===== src/rtl/hann_frame_ctrl_if.sv =====
// Signal bundle between the Hann frame sequencer and its sample source, coefficient ROM and sink.
// master = environment side, slave = sequencer side.
interface hann_frame_ctrl_if #(
    parameter int DW = 12,
    parameter int CW = 12,
    parameter int IW = 6
);
    logic          start;
    logic          abort;
    logic [DW-1:0] s_data;
    logic          s_valid;
    logic          s_ready;
    logic [IW-1:0] coef_idx;
    logic [CW-1:0] coef;
    logic [DW-1:0] m_data;
    logic          m_valid;
    logic          m_ready;
    logic          m_sop;
    logic          m_eop;
    logic          busy;
    logic          done;
    logic [7:0]    frame_cnt;

    modport master (
        output start, abort, s_data, s_valid, coef, m_ready,
        input  s_ready, coef_idx, m_data, m_valid, m_sop, m_eop, busy, done, frame_cnt
    );

    modport slave (
        input  start, abort, s_data, s_valid, coef, m_ready,
        output s_ready, coef_idx, m_data, m_valid, m_sop, m_eop, busy, done, frame_cnt
    );
endinterface


===== src/rtl/hann_frame_ctrl.sv =====
// Windows one N-sample frame per start: sample x coef(k), Q11 round, 1-cycle latency to m_valid.
// Backpressure: a stalled output (m_valid && !m_ready) drops s_ready; k and coef_idx hold.
module hann_frame_ctrl #(
    parameter int N  = 32,
    parameter int DW = 12,
    parameter int CW = 12,
    parameter int IW = 6
) (
    input  logic             clk,
    input  logic             rst,
    hann_frame_ctrl_if.slave bus
);
    localparam int            PW     = DW + CW + 1;
    localparam int            FRAC   = CW - 1;
    localparam logic [IW-1:0] K_LAST = IW'(N - 1);
    localparam logic [PW-1:0] BIAS   = PW'(1) << (FRAC - 1);

    typedef enum logic [1:0] {IDLE, PRIME, RUN, DRAIN} state_t;

    state_t        state, state_nxt;
    logic [IW-1:0] k;
    logic          ready;
    logic          acc;
    logic          fin;
    logic          m_valid_q;
    logic          m_sop_q;
    logic          m_eop_q;
    logic [DW-1:0] m_data_q;
    logic [7:0]    frame_cnt_q;
    logic [PW-1:0] prod;
    logic [PW-1:0] prod_rnd;

    always_ff @(posedge clk or posedge rst) begin
        if (rst) state <= IDLE;
        else     state <= state_nxt;
    end

    always_comb begin
        state_nxt = state;
        ready     = 1'b0;
        fin       = 1'b0;
        case (state)
            IDLE:  if (bus.start) state_nxt = PRIME;
            PRIME: state_nxt = RUN;
            RUN: begin
                ready = !m_valid_q || bus.m_ready;
                if (bus.s_valid && ready && (k == K_LAST)) state_nxt = DRAIN;
            end
            DRAIN: begin
                if (m_valid_q && bus.m_ready) begin
                    fin       = 1'b1;
                    state_nxt = IDLE;
                end
            end
            default: state_nxt = IDLE;
        endcase
        // abort wins over everything, including a start in IDLE
        if (bus.abort) begin
            state_nxt = IDLE;
            ready     = 1'b0;
            fin       = 1'b0;
        end
    end

    assign acc = bus.s_valid && ready;

    // k is already 0 whenever the FSM sits in IDLE, so start needs no explicit clear
    always_ff @(posedge clk or posedge rst) begin
        if (rst)                   k <= '0;
        else if (bus.abort || fin) k <= '0;
        else if (acc)              k <= k + 1'b1;
    end

    // Look one index ahead on accept so the registered ROM delivers coef(k) every RUN cycle
    assign bus.coef_idx = acc ? k + 1'b1 : k;

    assign prod     = {{(PW-DW){bus.s_data[DW-1]}}, bus.s_data} * {{(PW-CW){1'b0}}, bus.coef};
    assign prod_rnd = prod + BIAS;

    always_ff @(posedge clk or posedge rst) begin
        if (rst) begin
            m_valid_q <= 1'b0;
            m_sop_q   <= 1'b0;
            m_eop_q   <= 1'b0;
            m_data_q  <= '0;
        end else if (bus.abort) begin
            m_valid_q <= 1'b0;
        end else if (acc) begin
            m_valid_q <= 1'b1;
            m_sop_q   <= (k == '0);
            m_eop_q   <= (k == K_LAST);
            m_data_q  <= DW'(prod_rnd >> FRAC);
        end else if (bus.m_ready) begin
            m_valid_q <= 1'b0;
        end
    end

    always_ff @(posedge clk or posedge rst) begin
        if (rst)      frame_cnt_q <= '0;
        else if (fin) frame_cnt_q <= frame_cnt_q + 8'd1;
    end

    assign bus.s_ready   = ready;
    assign bus.m_valid   = m_valid_q;
    assign bus.m_sop     = m_sop_q;
    assign bus.m_eop     = m_eop_q;
    assign bus.m_data    = m_data_q;
    assign bus.busy      = (state != IDLE);
    assign bus.done      = fin;
    assign bus.frame_cnt = frame_cnt_q;
endmodule


===== src/flat_wrapper.sv =====
// flat-port wrapper written by rule: the top's interface ports become plain ports
module hann_frame_ctrl_flat 
#(
    parameter int N  = 32,
    parameter int DW = 12,
    parameter int CW = 12,
    parameter int IW = 6
)
  (clk, rst, bus_start, bus_abort, bus_s_data, bus_s_valid, bus_coef, bus_m_ready, bus_s_ready, bus_coef_idx, bus_m_data, bus_m_valid, bus_m_sop, bus_m_eop, bus_busy, bus_done, bus_frame_cnt);
  hann_frame_ctrl_if #(.DW(DW), .CW(CW), .IW(IW)) bus_i ();
  input  logic clk;
  input  logic rst;
  input wire logic [$bits(bus_i.start)-1:0] bus_start;
  input wire logic [$bits(bus_i.abort)-1:0] bus_abort;
  input wire logic [$bits(bus_i.s_data)-1:0] bus_s_data;
  input wire logic [$bits(bus_i.s_valid)-1:0] bus_s_valid;
  input wire logic [$bits(bus_i.coef)-1:0] bus_coef;
  input wire logic [$bits(bus_i.m_ready)-1:0] bus_m_ready;
  output wire logic [$bits(bus_i.s_ready)-1:0] bus_s_ready;
  output wire logic [$bits(bus_i.coef_idx)-1:0] bus_coef_idx;
  output wire logic [$bits(bus_i.m_data)-1:0] bus_m_data;
  output wire logic [$bits(bus_i.m_valid)-1:0] bus_m_valid;
  output wire logic [$bits(bus_i.m_sop)-1:0] bus_m_sop;
  output wire logic [$bits(bus_i.m_eop)-1:0] bus_m_eop;
  output wire logic [$bits(bus_i.busy)-1:0] bus_busy;
  output wire logic [$bits(bus_i.done)-1:0] bus_done;
  output wire logic [$bits(bus_i.frame_cnt)-1:0] bus_frame_cnt;
  assign bus_i.start = bus_start;
  assign bus_i.abort = bus_abort;
  assign bus_i.s_data = bus_s_data;
  assign bus_i.s_valid = bus_s_valid;
  assign bus_i.coef = bus_coef;
  assign bus_i.m_ready = bus_m_ready;
  assign bus_s_ready = bus_i.s_ready;
  assign bus_coef_idx = bus_i.coef_idx;
  assign bus_m_data = bus_i.m_data;
  assign bus_m_valid = bus_i.m_valid;
  assign bus_m_sop = bus_i.m_sop;
  assign bus_m_eop = bus_i.m_eop;
  assign bus_busy = bus_i.busy;
  assign bus_done = bus_i.done;
  assign bus_frame_cnt = bus_i.frame_cnt;
  hann_frame_ctrl #(.N(N), .DW(DW), .CW(CW), .IW(IW)) u_core (.clk(clk), .rst(rst), .bus(bus_i));
endmodule

===== config.mk =====
export PLATFORM = sky130hd
export DESIGN_NAME = hann_frame_ctrl_flat
export DESIGN_NICKNAME = d
export VERILOG_FILES = /design/src/rtl/hann_frame_ctrl_if.sv /design/src/rtl/hann_frame_ctrl.sv /design/src/flat_wrapper.sv
export SDC_FILE = /design/constraint.sdc
export NUM_CORES = 1
export LEC_CHECK = 0
export ABC_AREA = 1
export BUFFER_PORTS_ARGS = -buffer_cell sky130_fd_sc_hd__buf_4
export CORE_MARGIN = 5
export CORE_UTILIZATION = 55
export DETAILED_ROUTE_END_ITERATION = 8
export PLACE_DENSITY = 0.75
export SETUP_SLACK_MARGIN = 0.3
export SYNTH_ARGS = -nofsm -noshare
export SYNTH_HDL_FRONTEND = slang
export SYNTH_SLANG_ARGS = --single-unit

===== constraint.sdc =====
create_clock -name clk -period 4.6 [get_ports clk]
set_clock_uncertainty 0.2 [all_clocks]
set_input_delay 0.69 -clock clk [delete_from_list [all_inputs] [get_ports clk]]
set_output_delay 0.69 -clock clk [all_outputs]
set_load 0.02 [all_outputs]

==> impl_metrics.prom <==
# TYPE chip_impl_metric gauge
chip_impl_info{name="status",value="complete, but fails checks"} 1
chip_impl_info{name="violations",value="negative setup slack"} 1
chip_impl_info{name="synth_ff_type",value="sky130_fd_sc_hd__dfrtp_1"} 1
chip_impl_metric{name="irDropWorstVdd",unit="V"} 0.0006527
chip_impl_metric{name="final_setup_violations",unit=""} 12
chip_impl_metric{name="antenna_cells",unit=""} 0
chip_impl_metric{name="dpl.cell_count",unit=""} 1037
chip_impl_metric{name="number_of_flops_mapped_to_enable_cells_by_yosys",unit=""} 0
chip_impl_metric{name="grt_start_max_net_pins",unit=""} 32
chip_impl_metric{name="post-route-worst-setup-slack",unit="ns"} -0.1430
chip_impl_info{name="commonest_cells_in_the_synthesized_netlist",value="sky130_fd_sc_hd__nand2_1, sky130_fd_sc_hd__inv_1, sky130_fd_sc_hd__fa_1"} 1
chip_impl_metric{name="max-slew-margin-rel",unit="%"} 22.72
chip_impl_metric{name="grt_pass1_wl",unit="mm"} 25.91
chip_impl_metric{name="final-instance-count-excl-fill",unit=""} 1061
chip_impl_info{name="synth_largest_area_cell",value="sky130_fd_sc_hd__fa_1"} 1
chip_impl_metric{name="placementRows",unit=""} 39
chip_impl_info{name="synth.area.top_cells",value="sky130_fd_sc_hd__fa_1, sky130_fd_sc_hd__ha_1, sky130_fd_sc_hd__nand2_1"} 1
chip_impl_metric{name="post_synthesis_compound_gate_area_fraction",unit="%"} 3.825
chip_impl_info{name="timing.hold.worst.class",value="reg -> reg"} 1
chip_impl_metric{name="synth-seq-area-share",unit="%"} 12.41
chip_impl_metric{name="ctsLongestPathBuffers",unit=""} 2
chip_impl_info{name="ctsRootBufferMaster",value="sky130_fd_sc_hd__clkbuf_16"} 1
chip_impl_metric{name="synth.mux.area_fraction",unit="%"} 0
chip_impl_metric{name="power-per-cell-area",unit="mW/mm2"} 716.1
chip_impl_metric{name="synth_cell_type_count",unit=""} 38
chip_impl_metric{name="clkTransAtPathRegs",unit="ns"} 0.05
chip_impl_metric{name="number_of_global_route_vias_before_repair",unit=""} 5838
chip_impl_metric{name="place.detailed.hpwl",unit="mm"} 12.16
chip_impl_metric{name="clock_latency_reported_for_the_late_side_of_the_worst_skew_pair",unit="ns"} 0.27
chip_impl_metric{name="port_buffers",unit=""} 61
chip_impl_metric{name="detailedRoute.firstIterationViolations",unit=""} 297
chip_impl_metric{name="synthesis.area",unit="mm2"} 0.006248
chip_impl_metric{name="floorplan.die_area",unit="mm2"} 0.01359
chip_impl_metric{name="synth_adder_area_share",unit="%"} 45.65
chip_impl_metric{name="post-synth-top-area-fraction",unit="%"} 32.04
chip_impl_metric{name="drive_gt1_share",unit="%"} 27.89
chip_impl_metric{name="layout-area-overhead-vs-synth",unit="%"} 29.68
chip_impl_info{name="crit_type",value="in -> reg"} 1
chip_impl_metric{name="finalWorstPathRequiredPeriod",unit="ns"} 4.743
chip_impl_metric{name="synth_cells",unit=""} 804
chip_impl_metric{name="vias",unit=""} 5375
chip_impl_metric{name="syn_avg_cell_area",unit="um2"} 7.772
chip_impl_metric{name="cts_max_level",unit=""} 2
chip_impl_metric{name="critPathArrivalTime",unit="ns"} 4.71
chip_impl_metric{name="final.hold.worst_slack",unit="ns"} 0.2790
chip_impl_metric{name="ant_nets",unit=""} 0
chip_impl_metric{name="async_flop_share",unit="%"} 100.0
chip_impl_metric{name="num-nets-final",unit=""} 1115
chip_impl_metric{name="die_y",unit="um"} 116.6
chip_impl_info{name="cts_tree",value="built"} 1
chip_impl_metric{name="synth_xor_area_share",unit="%"} 2.783
chip_impl_metric{name="warnings_from_yosys",unit=""} 0
chip_impl_metric{name="grt_remaining_overflow",unit=""} 0
chip_impl_metric{name="ios",unit=""} 62
chip_impl_metric{name="initial_utilization",unit="%"} 55.43
chip_impl_metric{name="finalWirelength",unit="mm"} 15.11
chip_impl_info{name="rsz0062_at_grt",value="yes"} 1
chip_impl_metric{name="die_w",unit="um"} 116.6
chip_impl_metric{name="final_util",unit="%"} 71.88
chip_impl_metric{name="cts_inserted_buffers",unit=""} 5
chip_impl_metric{name="groute.usage.overall",unit="%"} 23.58
chip_impl_metric{name="report.final.hold_viol_count",unit=""} 0
chip_impl_info{name="critical_path.startpoint_type",value="input pin"} 1
chip_impl_metric{name="drc_errors",unit=""} 0
chip_impl_metric{name="post_synth_and_or_nand_nor_area_fraction",unit="%"} 20.87
chip_impl_metric{name="path_max_fanout",unit=""} 7
chip_impl_metric{name="number_of_antenna_violations_at_the_first_check_in_global_routing",unit=""} 0
chip_impl_metric{name="viasPerCell",unit=""} 5.066
chip_impl_metric{name="synth-seq-cells",unit=""} 31
chip_impl_metric{name="dr.pass1.iters",unit=""} 4
chip_impl_info{name="main_combinational_cell_family_by_area_after_synthesis",value="adder cells"} 1
chip_impl_metric{name="worstMarginPinSlew",unit="ns"} 1.158
chip_impl_metric{name="cts_sinks",unit=""} 31
chip_impl_metric{name="p_leak",unit="uW"} 0.004668
chip_impl_info{name="worst_setup_ep_type",value="flop"} 1
chip_impl_metric{name="gpl.final_weighted_congestion",unit=""} 0.8821
chip_impl_metric{name="fmax",unit="GHz"} 0.2108
chip_impl_metric{name="route.detailed.wl_per_inst",unit="um"} 14.24
chip_impl_metric{name="period_share",unit="%"} 103.1
chip_impl_metric{name="drv_slew",unit=""} 0
chip_impl_info{name="synth_most_common_cell",value="sky130_fd_sc_hd__nand2_1"} 1
chip_impl_metric{name="maxCapViolCount",unit=""} 0
chip_impl_metric{name="synth_fp_nets",unit=""} 1002
chip_impl_metric{name="worst-endpoint-required",unit="ns"} 4.56
chip_impl_metric{name="core_area",unit="mm2"} 0.01127
==> stage by stage <==
step           setup slack (ns)  power [uW]  setup TNS (ns)  cell area, um2
3_5_place_dp            -0.4968        4490          -4.922            7363
5_1_grt                 -0.3229        6371          -3.053            8103
6_report                -0.1430        5803          -1.173            8103
3_3_place_gp            -0.4510        4397          -4.276            7363
2_1_floorplan           -0.2143        3154          -1.429            6600
4_1_cts                 -0.1038        5262         -0.6569            7916
==> worst paths after layout <==
check,start,end,slack [ns],depth (start not counted)
min,u_core.bus.m_data[11],u_core.bus.m_data[11],0.28,2
min reg2reg,u_core.bus.m_data[11],u_core.bus.m_data[11],0.28,2
max reg2reg,u_core.state[0],u_core.k[5],2.66,9
max,bus_coef[9],u_core.bus.m_data[11],-0.14,22
max in group asynchronous,rst,u_core.bus.m_data[10],2.98,2
min in group asynchronous,rst,u_core.bus.m_data[3],0.53,2
==> power breakdown <==
part	switching, uW	leakage [uW]	internal (uW)
combinational	2690	0.00420	2410
clock	117	0.0000658	199
sequential	48.0	0.000403	338
==> cell families (layout without fill, tap and decap cells) <==
group	count (synthesis)	count (layout)
AND/OR/NAND/NOR	305	305
XOR/XNOR	19	19
AO/OA/AOI/OAI	41	41
flip-flops	31	31
buffers and inverters	240	354
adder cells (fa/ha/maj)	168	168
==> critical path, stage by stage <==
cell and delay, ns:
sky130_fd_sc_hd__buf_12 0.12, sky130_fd_sc_hd__nand2_4 0.06, sky130_fd_sc_hd__inv_2 0.03, sky130_fd_sc_hd__fa_1 0.53
sky130_fd_sc_hd__inv_1 0.05, sky130_fd_sc_hd__fa_2 0.52, sky130_fd_sc_hd__inv_2 0.04, sky130_fd_sc_hd__fa_1 0.47
sky130_fd_sc_hd__fa_1 0.53, sky130_fd_sc_hd__inv_2 0.04, sky130_fd_sc_hd__fa_1 0.51, sky130_fd_sc_hd__inv_2 0.05
sky130_fd_sc_hd__ha_4 0.31, sky130_fd_sc_hd__nand2_4 0.09, sky130_fd_sc_hd__nor2_4 0.10, sky130_fd_sc_hd__nand4_1 0.10
sky130_fd_sc_hd__nand3_2 0.13, sky130_fd_sc_hd__nand3b_1 0.11, sky130_fd_sc_hd__nand2_1 0.07, sky130_fd_sc_hd__nand2_1 0.04
sky130_fd_sc_hd__nand3_1 0.06, sky130_fd_sc_hd__nand2_1 0.06
==> sequential cells by signal, indices dropped and copies added, names as in the netlist <==
register,cells
u_core.bus.m_data,12
u_core.state,2
u_core.bus.m_sop,1
u_core.k,6
u_core.bus.frame_cnt,8
u_core.bus.m_valid,1
u_core.bus.m_eop,1
==> what timing repair did <==
action,in CTS,in global routing
hold buffers,0,0
pin swaps,52,19
buffers inserted,10,5
gates cloned,1,0
resized for setup,85,33
setup endpoints to repair,12,12
==> layout by cell type, fill, tap and decap left out, types with 7 or more instances in the layout <==
cell type                 instances
sky130_fd_sc_hd__nand2_1        192
sky130_fd_sc_hd__inv_1          190
sky130_fd_sc_hd__buf_4          108
sky130_fd_sc_hd__fa_1            91
sky130_fd_sc_hd__ha_1            59
sky130_fd_sc_hd__dfrtp_1         31
sky130_fd_sc_hd__nor2_1          23
sky130_fd_sc_hd__nand3_1         22
sky130_fd_sc_hd__inv_2           22
sky130_fd_sc_hd__nand2_2         17
sky130_fd_sc_hd__xor2_1          13
sky130_fd_sc_hd__nor2_2          12
sky130_fd_sc_hd__buf_12          11
sky130_fd_sc_hd__nand2_4          9
sky130_fd_sc_hd__fa_2             9
sky130_fd_sc_hd__ha_4             9
sky130_fd_sc_hd__o21ai_0          8
sky130_fd_sc_hd__buf_6            8
sky130_fd_sc_hd__a21oi_2          7
==> routing by layer <==
metal  part of all wire [%]  vias to the layer above  wire length, um  GRT usage (%)
li1                       -                     2571                -              -
met1                     39                     2648             5835          28.40
met2                     55                      123             8332          45.58
met3                    4.2                       33              631          2.850
met4                    2.0                        0              306          3.899
met5                      0                        -                0              0
==> area by class of cell <==
cell class                 count  area, um2
fill                         837       3169
clock buffer                   5      125.1
inverter                     214      805.8
tap                          143      178.9
multi-input combinational    533       4984
timing repair buffer         132       1214
sequential                    31      775.7
clock inverter                 3      20.02
No activity file was read; power rests on OpenSTA's default activity.
